`src/rtl/led_pattern_pkg.sv`:
```
// Shared mode codes, control FSM encoding and width helper for the LED pattern generator.
// No logic and no flow control of its own.
package led_pattern_pkg;

  localparam logic [1:0] MODE_OFF     = 2'd0;
  localparam logic [1:0] MODE_BLINK   = 2'd1;
  localparam logic [1:0] MODE_PWM     = 2'd2;
  localparam logic [1:0] MODE_STRETCH = 2'd3;

  typedef enum logic [1:0] {
    ST_WAIT_LOCK = 2'd0,
    ST_SETTLE    = 2'd1,
    ST_RUN       = 2'd2
  } state_e;

  localparam int LOCK_LOSS_W = 8;

  // Bits needed to hold the value v; never less than one.
  function automatic int bits_for(input int v);
    return (v < 1) ? 1 : $clog2(v + 1);
  endfunction

endpackage

```
`src/rtl/led_channel.sv`:
```
// One LED channel: event edge detect, stretch counter, mode mux and output flop.
// LED is registered (1 cycle after cnt/mode/stretch state); no backpressure.
module led_channel
  import led_pattern_pkg::*;
#(
  parameter int CNT_W       = 25,
  parameter int PWM_W       = 8,
  parameter int STRETCH_CYC = 2**20,
  parameter int CH_IDX      = 0
) (
  input  logic             clk,
  input  logic             rst_n,
  input  logic [CNT_W-1:0] cnt,
  input  logic             run,
  input  logic [1:0]       mode,
  input  logic [PWM_W-1:0] duty,
  input  logic             event_in,
  output logic             led
);

  localparam int              ST_W    = bits_for(STRETCH_CYC);
  localparam logic [ST_W-1:0] ST_LOAD = ST_W'(STRETCH_CYC);
  localparam logic [ST_W-1:0] ST_ONE  = ST_W'(1);

  logic            ev_prev_q, ev_prev_d;
  logic [ST_W-1:0] stretch_q, stretch_d;
  logic            led_q, led_d;
  logic            ev_rise;
  logic            unused_cnt;

  // Each channel only looks at its blink bit and the PWM phase bits.
  assign unused_cnt = ^cnt;

  always_comb begin
    ev_rise   = event_in & ~ev_prev_q;
    // Cleared outside RUN so a level held high across RUN entry still fires once.
    ev_prev_d = run & event_in;

    stretch_d = '0;
    if (run && mode == MODE_STRETCH) begin
      if (ev_rise) begin
        stretch_d = ST_LOAD;
      end else if (stretch_q != '0) begin
        stretch_d = stretch_q - ST_ONE;
      end
    end

    led_d = 1'b0;
    if (run) begin
      case (mode)
        MODE_BLINK:   led_d = cnt[CNT_W-1-CH_IDX];
        MODE_PWM:     led_d = (cnt[PWM_W-1:0] < duty);
        MODE_STRETCH: led_d = (stretch_q != '0);
        default:      led_d = 1'b0;
      endcase
    end
  end

  always_ff @(posedge clk or negedge rst_n) begin
    if (!rst_n) begin
      ev_prev_q <= 1'b0;
      stretch_q <= '0;
      led_q     <= 1'b0;
    end else begin
      ev_prev_q <= ev_prev_d;
      stretch_q <= stretch_d;
      led_q     <= led_d;
    end
  end

  assign led = led_q;

endmodule

```
`src/rtl/led_pattern_gen.sv`:
```
// Multi-channel LED pattern generator gated on a synchronised MMCM lock plus settle delay.
// RUN starts SETTLE_CYC cycles after SETTLE entry (3 edges after lock rise); LEDs registered; no backpressure.
module led_pattern_gen
  import led_pattern_pkg::*;
#(
  parameter int NUM_CH      = 4,
  parameter int CNT_W       = 25,
  parameter int PWM_W       = 8,
  parameter int SETTLE_CYC  = 1024,
  parameter int STRETCH_CYC = 2**20
) (
  input  logic                    clk,
  input  logic                    rst_n,
  input  logic                    locked,
  input  logic [2*NUM_CH-1:0]     mode,
  input  logic [PWM_W*NUM_CH-1:0] duty,
  input  logic [NUM_CH-1:0]       event_in,
  output logic [NUM_CH-1:0]       led,
  output logic                    running,
  output logic [LOCK_LOSS_W-1:0]  lock_loss_cnt
);

  localparam int                     SET_W       = bits_for(SETTLE_CYC - 1);
  localparam logic [SET_W-1:0]       SETTLE_LAST = SET_W'(SETTLE_CYC - 1);
  localparam logic [SET_W-1:0]       SET_ONE     = SET_W'(1);
  localparam logic [CNT_W-1:0]       CNT_ONE     = CNT_W'(1);
  localparam logic [LOCK_LOSS_W-1:0] LL_ONE      = LOCK_LOSS_W'(1);
  localparam logic [LOCK_LOSS_W-1:0] LL_MAX      = '1;

  state_e                 state_q, state_d;
  logic                   sync1_q, sync1_d;
  logic                   lock_s_q, lock_s_d;
  logic [SET_W-1:0]       settle_q, settle_d;
  logic [CNT_W-1:0]       cnt_q, cnt_d;
  logic [LOCK_LOSS_W-1:0] lock_loss_q, lock_loss_d;
  logic                   running_q, running_d;
  logic                   run;

  assign run = (state_q == ST_RUN);

  always_comb begin
    sync1_d     = locked;
    lock_s_d    = sync1_q;
    state_d     = state_q;
    settle_d    = '0;
    lock_loss_d = lock_loss_q;

    case (state_q)
      ST_WAIT_LOCK: begin
        if (lock_s_q) state_d = ST_SETTLE;
      end
      ST_SETTLE: begin
        if (!lock_s_q) begin
          state_d = ST_WAIT_LOCK;
        end else if (settle_q == SETTLE_LAST) begin
          state_d = ST_RUN;
        end else begin
          settle_d = settle_q + SET_ONE;
        end
      end
      ST_RUN: begin
        if (!lock_s_q) begin
          state_d = ST_WAIT_LOCK;
          if (lock_loss_q != LL_MAX) lock_loss_d = lock_loss_q + LL_ONE;
        end
      end
      default: state_d = ST_WAIT_LOCK;
    endcase

    // Held at zero on both RUN entry and exit, so it reads 0 in every non-RUN cycle.
    cnt_d     = (run && state_d == ST_RUN) ? cnt_q + CNT_ONE : '0;
    running_d = (state_d == ST_RUN);
  end

  always_ff @(posedge clk or negedge rst_n) begin
    if (!rst_n) begin
      state_q     <= ST_WAIT_LOCK;
      sync1_q     <= 1'b0;
      lock_s_q    <= 1'b0;
      settle_q    <= '0;
      cnt_q       <= '0;
      lock_loss_q <= '0;
      running_q   <= 1'b0;
    end else begin
      state_q     <= state_d;
      sync1_q     <= sync1_d;
      lock_s_q    <= lock_s_d;
      settle_q    <= settle_d;
      cnt_q       <= cnt_d;
      lock_loss_q <= lock_loss_d;
      running_q   <= running_d;
    end
  end

  assign running       = running_q;
  assign lock_loss_cnt = lock_loss_q;

  for (genvar i = 0; i < NUM_CH; i++) begin : g_ch
    led_channel #(
      .CNT_W      (CNT_W),
      .PWM_W      (PWM_W),
      .STRETCH_CYC(STRETCH_CYC),
      .CH_IDX     (i)
    ) u_ch (
      .clk      (clk),
      .rst_n    (rst_n),
      .cnt      (cnt_q),
      .run      (run),
      .mode     (mode[2*i +: 2]),
      .duty     (duty[PWM_W*i +: PWM_W]),
      .event_in (event_in[i]),
      .led      (led[i])
    );
  end

endmodule

```
`config.mk`:
```
export PLATFORM = sky130hd
export DESIGN_NAME = led_pattern_gen
export DESIGN_NICKNAME = d
export VERILOG_FILES = /design/src/rtl/led_pattern_pkg.sv /design/src/rtl/led_channel.sv /design/src/rtl/led_pattern_gen.sv
export SDC_FILE = /design/constraint.sdc
export NUM_CORES = 1
export LEC_CHECK = 0
export ABC_CLOCK_PERIOD_IN_PS = 2000
export CAP_MARGIN = 20
export CELL_PAD_IN_SITES_DETAIL_PLACEMENT = 0
export CELL_PAD_IN_SITES_GLOBAL_PLACEMENT = 1
export CORE_AREA = 5 5 145 147
export CTS_CLUSTER_DIAMETER = 60
export DETAILED_ROUTE_END_ITERATION = 8
export DIE_AREA = 0 0 150 152
export PLACE_DENSITY_LB_ADDON = 0.1
export SYNTH_ARGS = -nofsm -noshare
export SYNTH_HDL_FRONTEND = slang
export SYNTH_HIERARCHICAL = 1
export SYNTH_SLANG_ARGS = --single-unit
```
`constraint.sdc`:
```
create_clock -name clk -period 2 [get_ports clk]
set_input_delay 0.3 -clock clk [delete_from_list [all_inputs] [get_ports clk]]
set_output_delay 0.3 -clock clk [all_outputs]
set_load 0.01 [all_outputs]
```
==> impl_results.md, run 1 <==
- Initial antenna violation count: 0
- Synth top cells by count: dfrtp_1 (140), nor2_1 (99), a21oi_1 (45)
- Fillers: 1868
- CTS tree: done
- Reg area: 3500 um^2
- Die span in y: 152 um
- WL/cell: 15.5 um
- Largest cells by area after synthesis: dfrtp_1 (46%), ha_1 (6.4%), nor2_1 (4.8%)
- Synth-to-layout area growth: 27.3%
- Clock share of power: 52.1%
- PwrDens: 658 nW/um^2
- Multi-input logic area: approximately 4000 um^2
- Pins over their slew limit: 0
- HPWL after detailed placement: 13.3 mm
- Hold Crit Class: input port to register
- CTS sink count: 140
- Gpl congestion: 0.802
- Hold path depth: 1
- Seq/Total Area, Yosys: 45.6%
- First-pass GRT wire length: ~32 mm
- Comb power frac: 3.8%
- Cell count after synthesis: approximately 800
- Most numerous cell in the Yosys netlist: dfrtp_1
- CORE AREA: 19800 um^2
- Synth Warn #: 6
- Hold Path Sink: lock_s_d
- Starting Density: 38.8%
- Final WS setup: -7.67 ps
- Die width: 150 um
- R2R depth: 5
- Final hold vios: 0
- Nets: about 1000
- Layout Utilization: roughly half
- HP Start: locked
- Sw Pwr: 1.34 mW
- Setup violations, final: 10
- Grt ovf: 0
- Clock buffer count from CTS: 17
- Final Instance Count excl. Fillers: approximately 1200
- CTS clk-pin slew, worst paths: 60 ps
- DRC: 0
- Setup slack at placement: -9.57 ps
- Final hold slack: about 320 ps
- Final antenna diode count: 0
- Number of synthesized flops with an enable pin: 0
- Via count: around 6200
- Vias in the first global route: 6338
- Reg power frac: 44.1%
- Die area: approximately 23000 um^2
- Leakage power: 5.15 nW
- Top FF cell, synth: dfrtp_1
- Placed instance count: ~1200
- FF-to-FF End: g_ch[0].u_ch/stretch_q[19]
- Max-Cap Viols: 0
- Sw Ratio: around 21%
- Top Ports: 60
- Routed vias/inst: about 5.2
- Largest area contributor in the synthesized netlist: dfrtp_1
- Clock Tree Buf Depth: 2
- Ys async rst share: 100%
- Yosys top cell area share: 45.6%
- #FFs+latches synth: between 100 and 150
- Worst Path Arrival: 2300 ps
- ANT nets after route: 0
- Final period utilization: 100%
- Cell Int Power: 5.10 mW
- Gr usage total: 17.0%
- Avg Inst Size Synth: 9.81 um^2
- Worst-Margin Slew: 541 ps
- Root Buffer: clkbuf_16
- Final setup TNS: -39.2 ps
- Worst setup SP type: register
- Reg2reg start: g_ch[0].u_ch/stretch_q[19]
- Fmax: 498 MHz
- Port Buffers: 59
- H-tree depth: 4
- Netlist Area Pre-Place: approximately 7700 um^2
- Synth unique cells: 55
- RSZ-0062 raised after global routing: true
- Relative slew slack: 63.9%
- Req. time, crit path: 2290 ps
- Layout cell share with drive strength beyond 1: 15.0%
- DRT iter0 DRCs: 356
- CP Capture Type: register
- Crit path from: g_ch[0].u_ch/stretch_q[19]
- DRT Pass-1 Iters: 5
- Final wirelength: 18.5 mm
- Flop-to-flop setup slack: -8 ps
- Run status: finished, violations left
- Synth Net Count: 869
- Failing checks: negative setup slack
- Later-pin clock latency in the skew report: 420 ps
- Fin Clk Skew: 9.23 ps
- Row count: 52
- Pin count of the biggest net entering global routing: between 50 and 60
- WS Path Type: register to register
- Post-route minimum period: 2010 ps
- Crit path max fanout: 20
- Worst vdd ir: 0.570 mV
-- sequential cells by signal, summed over array words and instances (netlist names) --
register	count
lock_s_d	1
state_q	2
g_ch.u_ch/ev_prev_q	4
running	1
settle_q	10
lock_s_q	1
lock_loss_cnt	8
g_ch.u_ch/stretch_q	84
cnt_q	25
g_ch.u_ch/led	4
-- timing repair --
action	CTS	global route
endpoints found under the setup margin	4	34
setup buffers	0	8
gates resized for setup	3	10
hold buffers	1	0
endpoints found under the hold margin	48	0
pin swaps	0	9
cloned	0	0
-- worst max-delay path, stage by stage (launching register included) --
cell and delay [ps]:
dfrtp_1 390, or4_4 550, or4b_4 550, o21ai_4 160, buf_12 170, a21oi_1 50
-- placed cells by master (no fill, tap or decap), types with 23 or more instances in the layout --
cell,instances
dfrtp_1,139
xnor2_1,23
nand3_1,35
a21oi_1,42
xor2_1,42
inv_1,44
nor3_1,27
buf_4,59
clkdlybuf4s50_1,58
nand2_1,40
ha_1,38
nor2_1,99
o21ai_0,31
-- stage by stage --
step / instance area [um^2] / total power, mW
after floorplan: 7680 / 2.94
after global placement: 9040 / 3.14
after detailed placement: 9040 / 3.14
after CTS: 9690 / 6.54
after global routing: 9780 / 6.69
final: 9780 / 6.44
-- layer usage --
metal | routed length, um | up-vias | global-route usage [%] | share of wire (%)
li1 | - | 3074 | - | -
met1 | 9150 | 2998 | 23.7 | 49
met2 | 8730 | 77 | 27.1 | 47
met3 | 549 | 8 | 3.66 | 3.0
met4 | 116 | 0 | 3.88 | 0.63
met5 | 0 | - | 0 | 0
-- final cells by class --
type	count	share of cell area, %
Timing Repair Buffer	125	11.9
Multi-Input combinational cell	583	40.7
Clock buffer	21	4.71
Inverter	44	1.69
Tap cell	270	3.45
Clock inverter	10	1.68
Sequential cell	140	35.8
-- power groups by stage --
stage	registers, mW	clock network (mW)	logic [mW]
6_report	2.84	3.35	0.244
3_5_place_dp	2.89	0	0.249
4_1_cts	2.84	3.45	0.253
2_1_floorplan	2.89	0	0.0500
3_3_place_gp	2.89	0	0.247
5_1_grt	2.84	3.57	0.279
-- logic make-up after synthesis --
| group | count (synthesis) | share of synthesized area [%] |
|---|---|---|
| buffers and inverters | 60 | 3.22 |
| flip-flops | 140 | 45.6 |
| AND/OR/NAND/NOR | 347 | 26.6 |
| XOR/XNOR | 65 | 7.41 |
| multiplexers | 1 | 0.147 |
| AO/OA/AOI/OAI | 131 | 10.6 |
| adder cells (fa/ha/maj) | 39 | 6.35 |
-- worst max path at each step --
stage | endpoint | slack, ps | cells past startpoint
final | g_ch[0].u_ch/stretch_q[19] | -8 | 5
after floorplan | g_ch[0].u_ch/stretch_q[3] | 60 | 5
after CTS | g_ch[0].u_ch/stretch_q[17] | 2 | 5
after global routing | g_ch[0].u_ch/stretch_q[16] | -50 | 5
after global placement | g_ch[0].u_ch/led | 20 | 6
after detailed placement | g_ch[0].u_ch/stretch_q[3] | -10 | 5
No activity file was read; power rests on OpenSTA's default activity.
==> run 2, diff against run 1 <==
--- a/config.mk
+++ b/config.mk
@@ -5,7 +5,7 @@
 export SDC_FILE = /design/constraint.sdc
 export NUM_CORES = 1
 export LEC_CHECK = 0
-export ABC_CLOCK_PERIOD_IN_PS = 2000
+export ABC_CLOCK_PERIOD_IN_PS = 2200
 export CAP_MARGIN = 20
 export CELL_PAD_IN_SITES_DETAIL_PLACEMENT = 0
 export CELL_PAD_IN_SITES_GLOBAL_PLACEMENT = 1
@@ -13,6 +13,7 @@
 export CTS_CLUSTER_DIAMETER = 60
 export DETAILED_ROUTE_END_ITERATION = 8
 export DIE_AREA = 0 0 150 152
+export MAX_ROUTING_LAYER = met4
 export PLACE_DENSITY_LB_ADDON = 0.1
 export SYNTH_ARGS = -nofsm -noshare
 export SYNTH_HDL_FRONTEND = slang
==> constraint.sdc (replaced) <==
create_clock -name clk -period 2.2 [get_ports clk]
set_input_delay 0.33 -clock clk [delete_from_list [all_inputs] [get_ports clk]]
set_output_delay 0.33 -clock clk [all_outputs]
set_load 0.01 [all_outputs]
==> run 2 against run 1 <==
- the flow now finishes without violations
- sequential power decreased by 9.2%
- routed wire length increased by 0.83%
- combinational power decreased by 11%
- worst hold slack improved by 36 ps
- maximum frequency decreased by 1.8%
- count of clock-buffer cells in the layout increased by 1
- via count decreased by 1.2%
- cell count decreased by 2.4%
- final area decreased by 3.0%
==> impl_results.md, run 2 (synthesized netlist as in run 1, its figures left out) <==
- Run status: finished clean (was finished, violations left)
- Final period utilization: 92.9% (was 100%)
- Vias in the first global route: 6246 (was 6338)
- Via count: 6081 (was 6157)
- Gpl congestion: 0.789 (was 0.802)
- Layout Utilization: 48.0% (was 49.5%)
- Die area: 22800 um^2 (unchanged)
- Die width: 150 um (unchanged)
- Crit path max fanout: 20 (unchanged)
- Row count: 52 (unchanged)
- Worst setup SP type: register (unchanged)
- Die span in y: 152 um (unchanged)
- H-tree depth: 4 (unchanged)
- Port Buffers: 59 (unchanged)
- DRT iter0 DRCs: 286 (was 356)
- Multi-input logic area: 3940 um^2 (was 3990 um^2)
- ANT nets after route: 0 (unchanged)
- Relative slew slack: 45.4% (was 63.9%)
- Setup violations, final: 0 (was 10)
- Power Total: 5.89 mW (was 6.44 mW)
- Final setup TNS: 0 ps (was -39.2 ps)
- Commonest non-fill, non-tap cells in the layout: dfrtp_1 (140), nor2_1 (99), clkdlybuf4s50_1 (58) (was dfrtp_1 (139), nor2_1 (99), buf_4 (59))
- Clock Tree Buf Depth: 2 (unchanged)
- DRT Pass-1 Iters: 4 (was 5)
- R2R depth: 5 (unchanged)
- PwrDens: 621 nW/um^2 (was 658 nW/um^2)
- Hold Crit Class: register to register (was input port to register)
- Later-pin clock latency in the skew report: 410 ps (was 420 ps)
- Routed vias/inst: 5.22 (was 5.16)
- Fin Clk Skew: 7.96 ps (was 9.23 ps)
- Clock buffer count from CTS: 17 (unchanged)
- Starting Density: 38.8% (unchanged)
- Setup slack at placement: 160 ps (was -9.57 ps)
- Layout cell share with drive strength beyond 1: 11.1% (was 15.0%)
- Flop-to-flop setup slack: 160 ps (was -8 ps)
- FF-to-FF End: g_ch[0].u_ch/stretch_q[3] (was g_ch[0].u_ch/stretch_q[19])
- Final hold vios: 0 (unchanged)
- Fmax: 489 MHz (was 498 MHz)
- Largest register FFs: 84 (unchanged)
- Nets: 967 (was 997)
- Pins over their slew limit: 0 (unchanged)
- Final antenna diode count: 0 (unchanged)
- Hold Path Sink: lock_s_q (was lock_s_d)
- CORE AREA: 19800 um^2 (unchanged)
- WS Path Type: register to register (unchanged)
- Largest regs: g_ch.u_ch/stretch_q: 84 flops, cnt_q: 25 flops, settle_q: 10 flops (unchanged)
- Final Instance Count excl. Fillers: 1164 (was 1193)
- Req. time, crit path: 2480 ps (was 2290 ps)
- Leakage power: 4.98 nW (was 5.15 nW)
- First-pass GRT wire length: 31.5 mm (was 31.6 mm)
- HPWL after detailed placement: 13.6 mm (was 13.3 mm)
- RSZ-0062 raised after global routing: false (was true)
- Final wirelength: 18.7 mm (was 18.5 mm)
- HP Start: lock_s_d (was locked)
- CTS clk-pin slew, worst paths: 60 ps (about the same)
- Top Ports: 60 (unchanged)
- Grt ovf: 0 (unchanged)
- CTS tree: done (unchanged)
- CP Capture Type: register (unchanged)
- Final instance area: 9490 um^2 (was 9780 um^2)
- WL/cell: 16.1 um (was 15.5 um)
- Worst vdd ir: 0.477 mV (was 0.570 mV)
- Reg2reg start: g_ch[0].u_ch/stretch_q[16] (was g_ch[0].u_ch/stretch_q[19])
- Initial antenna violation count: 0 (unchanged)
- Area post-placement: 8850 um^2 (was 9040 um^2)
- Placed instance count: 1131 (was 1153)
- Reg area: 3500 um^2 (about the same)
- Root Buffer: clkbuf_16 (unchanged)
- Gr usage total: 17.3% (was 17.0%)
- Pin count of the biggest net entering global routing: 50 (was 52)
- Most common cell after layout, fill and taps aside: dfrtp_1 (unchanged)
- DRC: 0 (unchanged)
- Hold path depth: 0 (was 1)
- Worst Path Arrival: 2330 ps (was 2300 ps)
- Synth-to-layout area growth: 23.5% (was 27.3%)
- Max-Cap Viols: 0 (unchanged)
- Fillers: 1892 (was 1868)
- CTS-repair resized insts: 0 (was 3)
- Post-route minimum period: 2040 ps (was 2010 ps)
- CTS sink count: 140 (unchanged)
- Worst-Margin Slew: 820 ps (was 541 ps)
- Final WS setup: 155 ps (was -7.67 ps)
- Final hold slack: 361 ps (was 325 ps)
- Reg with most FFs: g_ch.u_ch/stretch_q (unchanged)
[run 2: cell types whose count changed in the layout (fill, tap and decap cells not counted), sizes merged]
cell	previous run	this run
clkinvlp	4	5
clkbuf	21	22
inv	45	44
buf	66	36
[run 2: area by class of cell]
type / count / area share (%)
tap: 270 / 3.56
clock inverter: 10 / 1.71
inverter: 44 / 1.74
clock buffer: 22 / 5.00
sequential: 140 / 36.9
timing repair buffer: 95 / 9.63
multi-input combinational: 583 / 41.5
[run 2: worst max path at each step]
stage	from	cells after the start	slack, ps	end
after floorplan	g_ch[0].u_ch/stretch_q[16]	5	260	g_ch[0].u_ch/stretch_q[3]
after global placement	g_ch[0].u_ch/stretch_q[16]	5	190	g_ch[0].u_ch/stretch_q[3]
after detailed placement	g_ch[0].u_ch/stretch_q[16]	5	160	g_ch[0].u_ch/stretch_q[18]
after CTS	g_ch[0].u_ch/stretch_q[16]	5	150	g_ch[0].u_ch/stretch_q[8]
after global routing	g_ch[3].u_ch/stretch_q[5]	4	40	g_ch[3].u_ch/stretch_q[18]
final	g_ch[0].u_ch/stretch_q[16]	5	160	g_ch[0].u_ch/stretch_q[3]
[run 2: report_power, final]
group          internal, mW  switching (mW)  leakage [nW]
sequential             2.58         0.00471          1.95
combinational         0.105           0.112          2.74
clock                  1.99            1.10         0.295
total                  4.67            1.22          4.98
[run 2: metal layers]
| metal | global-route usage, % | routed length (um) | share of wire, % |
|---|---|---|---|
| met5 | - | 0 | 0 |
| met4 | 3.36 | 107 | 0.57 |
| met3 | 3.54 | 553 | 3.0 |
| met2 | 27.5 | 8960 | 48 |
| met1 | 23.2 | 9070 | 49 |
[run 2: critical path, stage by stage (launching register included)]
cell and delay [ps]:
dfrtp_1 440, or4_4 550, or4b_4 540, o21ai_2 170
buf_12 170, a21oi_1 50
[run 2: timing repair]
item                                   CTS  global route
hold buffers                             1             0
endpoints found under the hold margin   45             0
buffers inserted                         0             0
